--- src/rtl/sd_spi_master.sv ---
// CPU-mapped SPI master: 4-byte register window (DATA/CONF/DIV/STAT), programmable
// SCK divider, CPOL/CPHA modes, up to four chip selects and a sticky overrun flag.
module sd_spi_master #(
  parameter logic [15:0] BASE_ADDR = 16'hF000,
  parameter int          NUM_CS    = 1,
  parameter logic [7:0]  DIV_RESET = 8'd0
) (
  input  logic              c_sclk,
  input  logic              reset,
  input  logic [15:0]       cpu_ADDR,
  input  logic [7:0]        o_cpu_data,
  input  logic              cpu_nWR,
  output logic [7:0]        sd_o,
  output logic              sd_sel,
  output logic              busy,
  input  logic              SD_DAT,
  output logic              SD_CMD,
  output logic              SD_CLK,
  output logic [NUM_CS-1:0] SD_CS_N
);

  typedef enum logic {IDLE, SHIFT} state_t;

  state_t            state, state_next;
  logic              wr_prev;
  logic              write_acc, wr_data, wr_conf, wr_div, wr_stat, start;
  logic [1:0]        offset;
  logic [NUM_CS-1:0] cs_en;
  logic [3:0]        cs_rd;
  logic              cpol, cpha, ovr, sck;
  logic [7:0]        div, rx_reg, rx_shift, rx_next;
  logic [8:0]        tx_shift;
  logic [7:0]        half_cnt;
  logic [3:0]        phase_cnt;
  logic              phase_end, last_phase, done, leading, sample_now, shift_now;

  assign sd_sel    = (cpu_ADDR[15:2] == BASE_ADDR[15:2]);
  assign offset    = cpu_ADDR[1:0];
  assign write_acc = sd_sel && !cpu_nWR && wr_prev;
  assign wr_data   = write_acc && (offset == 2'd0);
  assign wr_conf   = write_acc && (offset == 2'd1);
  assign wr_div    = write_acc && (offset == 2'd2);
  assign wr_stat   = write_acc && (offset == 2'd3);
  assign start     = wr_data && (state == IDLE);

  // Even phases end on the leading SCK edge, odd phases on the trailing edge.
  assign phase_end  = (state == SHIFT) && (half_cnt == 8'd0);
  assign last_phase = (phase_cnt == 4'd15);
  assign done       = phase_end && last_phase;
  assign leading    = !phase_cnt[0];
  assign sample_now = phase_end && (leading != cpha);
  assign shift_now  = phase_end && (leading == cpha);
  assign rx_next    = {rx_shift[6:0], SD_DAT};

  always_ff @(posedge c_sclk or posedge reset) begin
    if (reset) state <= IDLE;
    else       state <= state_next;
  end

  always_comb begin
    state_next = state;
    case (state)
      IDLE:    if (start) state_next = SHIFT;
      SHIFT:   if (done)  state_next = IDLE;
      default: state_next = IDLE;
    endcase
  end

  always_comb begin
    busy   = (state == SHIFT);
    SD_CMD = (state == SHIFT) ? tx_shift[8] : 1'b1;
  end

  assign SD_CLK  = sck;
  assign SD_CS_N = ~cs_en;

  always_comb begin
    cs_rd = '0;
    cs_rd[NUM_CS-1:0] = cs_en;
    sd_o = 8'h00;
    if (sd_sel) begin
      case (offset)
        2'd0: sd_o = rx_reg;
        2'd1: sd_o = {2'b00, cpha, cpol, cs_rd};
        2'd2: sd_o = div;
        2'd3: sd_o = {6'b0, ovr, (state == SHIFT)};
        default: sd_o = 8'h00;
      endcase
    end
  end

  // The 9-bit tx register carries a filler bit so that CPHA=1 presents bit 7 only
  // after the first leading edge, while CPHA=0 presents it from the first cycle.
  always_ff @(posedge c_sclk or posedge reset) begin
    if (reset) begin
      wr_prev   <= 1'b1;
      rx_reg    <= 8'hFF;
      rx_shift  <= 8'h00;
      tx_shift  <= 9'h1FF;
      cs_en     <= '0;
      cpol      <= 1'b0;
      cpha      <= 1'b0;
      div       <= DIV_RESET;
      ovr       <= 1'b0;
      sck       <= 1'b0;
      half_cnt  <= 8'd0;
      phase_cnt <= 4'd0;
    end else begin
      wr_prev <= cpu_nWR;
      if (state == IDLE) begin
        sck <= cpol;
        if (wr_conf) begin
          cs_en <= o_cpu_data[NUM_CS-1:0];
          cpol  <= o_cpu_data[4];
          cpha  <= o_cpu_data[5];
        end
        if (wr_div) div <= o_cpu_data;
        if (start) begin
          tx_shift  <= cpha ? {1'b1, o_cpu_data} : {o_cpu_data, 1'b1};
          half_cnt  <= div;
          phase_cnt <= 4'd0;
        end
      end else begin
        if (wr_data || wr_conf || wr_div) ovr <= 1'b1;
        if (phase_end) begin
          half_cnt  <= div;
          phase_cnt <= phase_cnt + 4'd1;
          sck       <= done ? cpol : ~sck;
          if (sample_now) rx_shift <= rx_next;
          if (shift_now)  tx_shift <= {tx_shift[7:0], 1'b1};
          if (done)       rx_reg   <= sample_now ? rx_next : rx_shift;
        end else begin
          half_cnt <= half_cnt - 8'd1;
        end
      end
      if (wr_stat) ovr <= 1'b0;
    end
  end

endmodule
--- config.mk ---
export PLATFORM = sky130hd
export DESIGN_NAME = sd_spi_master
export DESIGN_NICKNAME = d
export VERILOG_FILES = /design/src/rtl/sd_spi_master.sv
export SDC_FILE = /design/constraint.sdc
export NUM_CORES = 1
export LEC_CHECK = 0
export ABC_AREA = 1
export CORE_UTILIZATION = 45
export DETAILED_ROUTE_END_ITERATION = 10
export PLACE_DENSITY = 0.73
export SETUP_SLACK_MARGIN = 0.15
export SKIP_CTS_REPAIR_TIMING = 1
export SLEW_MARGIN = 20
export SYNTH_ARGS = -nofsm -noshare
export SYNTH_HDL_FRONTEND = slang
export SYNTH_SLANG_ARGS = --single-unit
--- constraint.sdc ---
create_clock -name c_sclk -period 1.96 [get_ports c_sclk]
set_input_delay 0.196 -clock c_sclk [delete_from_list [all_inputs] [get_ports c_sclk]]
set_output_delay 0.196 -clock c_sclk [all_outputs]
set_load 0.01 [all_outputs]
==> results.ini <==
[run_status]
outcome=finished, violations left
failed_checks=DRC

[timing]
setup-violations-final=0
max_transition_viols_final=0
postLayoutSetupSlackWorst_ps=210
max_clock_freq_mhz=572
finalCritPeriodShare=0.893
fin_skew_ps=5.09
finalWorstPathRequiredPeriod_ps=1750
rsz0062_at_grt=no
timing.slew.headroom=0.767
finalHoldViolCount=0
worstMarginPinSlew_ps=349

[finish]
insertedDiodeCount=0
regMostFlops=tx_shift
finalNonFillerCells=540
largest_register_ff_count=9
drive_gt1_frac=0.184
layout_commonest_cell=sky130_fd_sc_hd__nand2_1
fillerInstances=603
final_cell_mix=149 x sky130_fd_sc_hd__nand2_1, 47 x sky130_fd_sc_hd__inv_1, 33 x sky130_fd_sc_hd__dfrtp_1, 32 x sky130_fd_sc_hd__nand3_1, 31 x sky130_fd_sc_hd__clkdlybuf4s50_1
fin_nets=493
area_growth_pct=23.6

[global_routing]
grt_pass1_wl_um=11600
antenna_found_initial=0
grt_start_max_net_pins=53
first_global_vias=2512
global_route.usage.total=0.208
overall_overflow_remaining_after_global_route=0

[logic_synthesis]
synth-adder-area-share=0.0123
post_synth_instance_area_mm2=0.00306
synth.area.mux_share=0
yosys_warnings=0
synthDominantCellAreaShare=0.278
synthesized_instance_count=407
compound_gate_fraction_of_synth_area=0.0974
synth-main-ff-cell=sky130_fd_sc_hd__dfrtp_1
number_of_synthesized_flops_with_an_enable_pin=0
post_syn_nets=438
yosysTopAreaCell=sky130_fd_sc_hd__dfrtp_1
syn-mean-instance-area_um2=7.51
synth.distinct_cells=36
synth_seq_area_share=0.433
seq_cells_post_synth=52
synth_top_family_by_area=simple AND/OR/NAND/NOR gates
netlist_top_cells_area=sky130_fd_sc_hd__dfrtp_1 28%, sky130_fd_sc_hd__nand2_1 18%, sky130_fd_sc_hd__dfstp_2 15%
ys_async_sr_fraction=1.00
synth-xor-area-share=0.0233
synth_simple_gate_area_frac=0.337

[die]
die_h_um=84.4
floorplan.io_pins=41
design.die.area_mm2=0.00713
initial_utilization=0.473
placementRows=29
die_w_um=84.4
placeableCoreArea_mm2=0.00646

[placement]
pre_cts_worst_setup_slack_ps=-168
numPortBuffers=40
detailed_place_hpwl_um=5190
globalplace.congestion=0.859
placed_cells_incl_taps=532

[cts]
htree_levels=2
cts.sinks=52
cts-root-buf=sky130_fd_sc_hd__clkbuf_8
cts_max_path_buffers=2
tritoncts=built
tritoncts.num_buffers=5
worstSkewPairLatency_ps=310
clk_transition_reported_paths_ps=90

[routing]
routed_via_density=4.99
route.detailed.drc=4
route.detailed.wl_per_inst_um=12.9
wirelength_um=6960
routed-via-count=2693
dr.pass1.iters=7
drt.antenna.violating_nets=0
dr.first_iter.drc_count=148

[worst_setup_path]
cp_delay_by_family_top=buffers and inverters
timing.critical_path.buf_inv=2
slowest_stage=sky130_fd_sc_hd__clkdlybuf4s50_1
worstSetupEndpointType=primary output
worstSetupPathType=reg2out
crit_chain=buf_6, nand2_1, clkdlybuf4s50_1
critPathRequiredTime_ps=1760
critical_path_arrival_ps=1550
timing.critical_path.from_type=flip-flop
crit_path_max_incr_delay_ps=520
highest_fanout_seen_on_the_critical_path=20

[worst_hold_path]
hold_class=in2async

[pwr]
post-layout-total-power_uw=1970
static-leakage-power_uw=0.00203
cellPowerDensity_mw_per_mm2=520
ir_drop_worst_vdd_mv=0.352

[flow_run]
cap_violations=0

[routing by layer]
layer | vias up | wire (um) | GRT usage
met5 | - | 0 | 0
met4 | 0 | 136 | 0.0693
met3 | 12 | 301 | 0.0354
met2 | 64 | 3250 | 0.349
met1 | 1231 | 3270 | 0.273
li1 | 1386 | - | -
[through the flow]
step	cell area, um^2	util	hold slack, ps	TNS, ps
after floorplan	3060	-	200	0
after global placement	3630	0.562	459	-847
after detailed placement	3630	0.562	459	-1070
after CTS	3740	0.579	254	-1210
after global routing	3780	0.585	265	0
final	3780	0.585	235	0
[worst min-delay path, cell delays in order]
cell	delay, ps
sky130_fd_sc_hd__clkdlybuf4s50_1	410
sky130_fd_sc_hd__inv_2	70
sky130_fd_sc_hd__buf_12	250
[final cells by class]
type                    instances  area (um^2)  share of cell area
clock buffers                   6         72.6              0.0192
inverters                      55          218              0.0576
clock inverters                 2         35.0             0.00927
multi-input cells             289         1450               0.384
flip-flops and latches         52         1330               0.350
well taps                      77         96.3              0.0255
repair buffers                 59          582               0.154
[cells by family (layout without fill, tap and decap cells)]
family / after synthesis / after routing
and+or+nand+nor: 228 / 228
xor gates and xnor gates: 6 / 6
adders and majority gates: 3 / 3
buffers and inverters: 66 / 122
DFF: 52 / 52
AOI/OAI and AO/OA: 52 / 52
[synth_stat cells, types with 2 or more instances]
cell	instances
sky130_fd_sc_hd__a21oi_1	10
sky130_fd_sc_hd__a31oi_1	4
sky130_fd_sc_hd__buf_2	4
sky130_fd_sc_hd__buf_6	4
sky130_fd_sc_hd__clkbuf_1	2
sky130_fd_sc_hd__dfrtp_1	34
sky130_fd_sc_hd__dfstp_2	18
sky130_fd_sc_hd__ha_1	3
sky130_fd_sc_hd__inv_1	49
sky130_fd_sc_hd__inv_4	2
sky130_fd_sc_hd__nand2_1	149
sky130_fd_sc_hd__nand2_2	6
sky130_fd_sc_hd__nand2_4	2
sky130_fd_sc_hd__nand3_1	32
sky130_fd_sc_hd__nand4_1	3
sky130_fd_sc_hd__nand4_2	2
sky130_fd_sc_hd__nor2_1	18
sky130_fd_sc_hd__nor2_2	7
sky130_fd_sc_hd__nor2_4	3
sky130_fd_sc_hd__nor3_1	2
sky130_fd_sc_hd__o21ai_0	24
sky130_fd_sc_hd__o21ai_1	5
sky130_fd_sc_hd__o21ai_2	8
sky130_fd_sc_hd__xor2_1	4
[power by group]
part           internal, uW  switching [uW]  leakage (uW)
Sequential             1080           0.561      0.000655
Clock                   379             358     0.0000552
Combinational          75.6            74.0       0.00132
Total                  1530             433       0.00203
[worst paths after layout]
kind	startpoint	to	slack [ps]	cells after the start
max	busy$_DFF_PP0_	SD_CMD	210	3
min	reset	rx_shift[7]$_DFFE_PP0P_	230	3
max reg2reg	half_cnt[0]$_DFFE_PP0P_	rx_reg[2]$_DFFE_PP1P_	310	8
min reg2reg	rx_reg[6]$_DFFE_PP1P_	rx_reg[6]$_DFFE_PP1P_	470	2
max in group asynchronous	reset	tx_shift[4]$_DFFE_PP1P_	1430	3
min in group c_sclk	cpu_nWR	wr_prev$_DFF_PP1_	380	1
Note: power is estimated with default switching activity, not from simulation.
==> edit, RTL diff (same flow settings) <==
The parameter `NUM_CS` goes from 1 to 2.
--- a/src/rtl/sd_spi_master.sv
+++ b/src/rtl/sd_spi_master.sv
@@ -4,3 +4,3 @@
   parameter logic [15:0] BASE_ADDR = 16'hF000,
-  parameter int          NUM_CS    = 1,
+  parameter int          NUM_CS    = 2,
   parameter logic [7:0]  DIV_RESET = 8'd0
Interface: changed (resized SD_CS_N); port bits go from 41 to 42. The function was not compared with the original's and may differ.
==> edit against the original RTL <==
- the run still ends with DRC left
- setup slack gained 0.0072 ns
- worst hold slack lost 0.041 ns
- die area grew 1.3%
- synthesized cell count shrank 3.7%
- highest routed layer unchanged
- combinational power grew 9%
- non-clock buffer count grew 7
- area after synthesis grew 1.3%
- sequential cell count grew 1
- cell area grew 2.0%
- count of clock-buffer cells in the layout is the same
- total power shrank 1.6%
- wire length grew 4.0%
==> edit: results (changes against the original RTL) <==
| Metric | Value |
|---|---|
| Syn_nets | `423 (was 438)` |
| Worst vdd ir | `0.278 mV (was 0.352 mV)` |
| Final nets | `486 (was 493)` |
| Tightest Pin Transition | `0.460 ns (was 0.349 ns)` |
| Met2 WL | `3.35 mm (was 3.25 mm)` |
| Post-synth top cells | `nand2_1 (137), dfrtp_1 (35), inv_1 (34) (was nand2_1 (149), inv_1 (49), dfrtp_1 (34))` |
| Final clock skew | `0.0107 ns (was 0.00509 ns)` |
| Sequential area share after synthesis | `0.435 (was 0.433)` |
| Synth Cell Area | `3100 um^2 (was 3060 um^2)` |
| DRT met1 WL | `3.53 mm (was 3.27 mm)` |
| # DRC | `4 (unchanged)` |
| First drt pass iteration count | `7 (unchanged)` |
| 1st-iter DRT viols | `208 (was 148)` |
| Failing checks | `DRC (unchanged)` |
| Post-DP HPWL | `5.47 mm (was 5.19 mm)` |
| Pleak | `0.00201 uW (was 0.00203 uW)` |
| Count of cell types in the netlist | `37 (was 36)` |
| GR Util All Layers | `0.212 (was 0.208)` |
| Routability congestion estimate | `0.848 (was 0.859)` |
| WL final | `7.25 mm (was 6.96 mm)` |
| First-pass GRT wire length | `12.3 mm (was 11.6 mm)` |
| Max incr delay on CP | `0.48 ns (was 0.52 ns)` |
| Placed cells | `523 (was 532)` |
| Crit Path Max Fanout | `9 (was 20)` |
| DR WL met3 | `276 um (was 301 um)` |
| DP Area | `3720 um^2 (was 3630 um^2)` |
| Share of layout cells above drive strength 1 | `0.193 (was 0.184)` |
| Post-synthesis cell count | `392 (was 407)` |
| Vias in the first global route | `2667 (was 2512)` |
| Fill cell count | `585 (was 603)` |
| PortBufs | `41 (was 40)` |
| Avg WL per Cell | `13.6 um (was 12.9 um)` |
| Largest net degree at the start of global routing | `35 (was 53)` |
| Largest cells by area after synthesis | `dfrtp_1 (28%), nand2_1 (17%), dfstp_2 (15%) (was dfrtp_1 (28%), nand2_1 (18%), dfstp_2 (15%))` |
| Synth async-reset ratio | `1.00 (unchanged)` |
| Via/cell ratio | `5.17 (was 4.99)` |
| Outcome | `finished with violations (unchanged)` |
-- edit: power breakdown --
| part | switching (uW) | internal, uW |
|---|---|---|
| Sequential | 1.83 | 1100 |
| Combinational | 82.0 | 80.6 |
| Clock | 380 | 288 |
-- edit: layout make-up --
class                      count  area [um^2]  share of cell area
clock buffer                   6         82.6              0.0214
clock inverter                 2         13.8             0.00357
inverter                      40          151              0.0393
multi-input combinational    289         1540               0.399
sequential                    53         1350               0.350
tap                           77         96.3              0.0250
timing repair buffer          66          623               0.162
-- edit: routing by layer --
layer	vias to the layer above	GRT usage
li1	1408	-
met3	8	0.0360
met4	0	0.0508
met5	-	0
met2	52	0.353
met1	1285	0.291
-- edit: logic make-up after synthesis --
kind of cell | count (synthesis) | share of synthesized area
buf+inv | 50 | 0.0719
simple gates | 229 | 0.372
compound gates | 51 | 0.0913
fa+ha+maj | 3 | 0.0121
flops | 53 | 0.435
xor+xnor | 6 | 0.0170
-- edit: worst paths after layout --
kind,slack (ns),to,depth (start not counted),startpoint
max in group asynchronous,1.16,tx_shift[2],3,reset
max reg2reg,0.30,half_cnt[0],8,half_cnt[0]
min,0.19,rx_shift[6],2,reset
min in group c_sclk,0.36,wr_prev,1,cpu_nWR
max,0.22,sd_o[0],8,cpu_ADDR[14]
min reg2reg,0.47,tx_shift[8],2,tx_shift[8]
-- edit: metrics by stage --
| step | hold slack, ns | power (uW) | utilization | worst slack (ns) |
|---|---|---|---|---|
| 2_1_floorplan | 0.200 | 1180 | - | 0.463 |
| 3_3_place_gp | 0.450 | 1280 | 0.573 | -0.140 |
| 3_5_place_dp | 0.454 | 1290 | 0.573 | -0.172 |
| 4_1_cts | 0.205 | 1950 | 0.587 | -0.178 |
| 5_1_grt | 0.248 | 2010 | 0.594 | 0.142 |
| 6_report | 0.194 | 1930 | 0.594 | 0.218 |
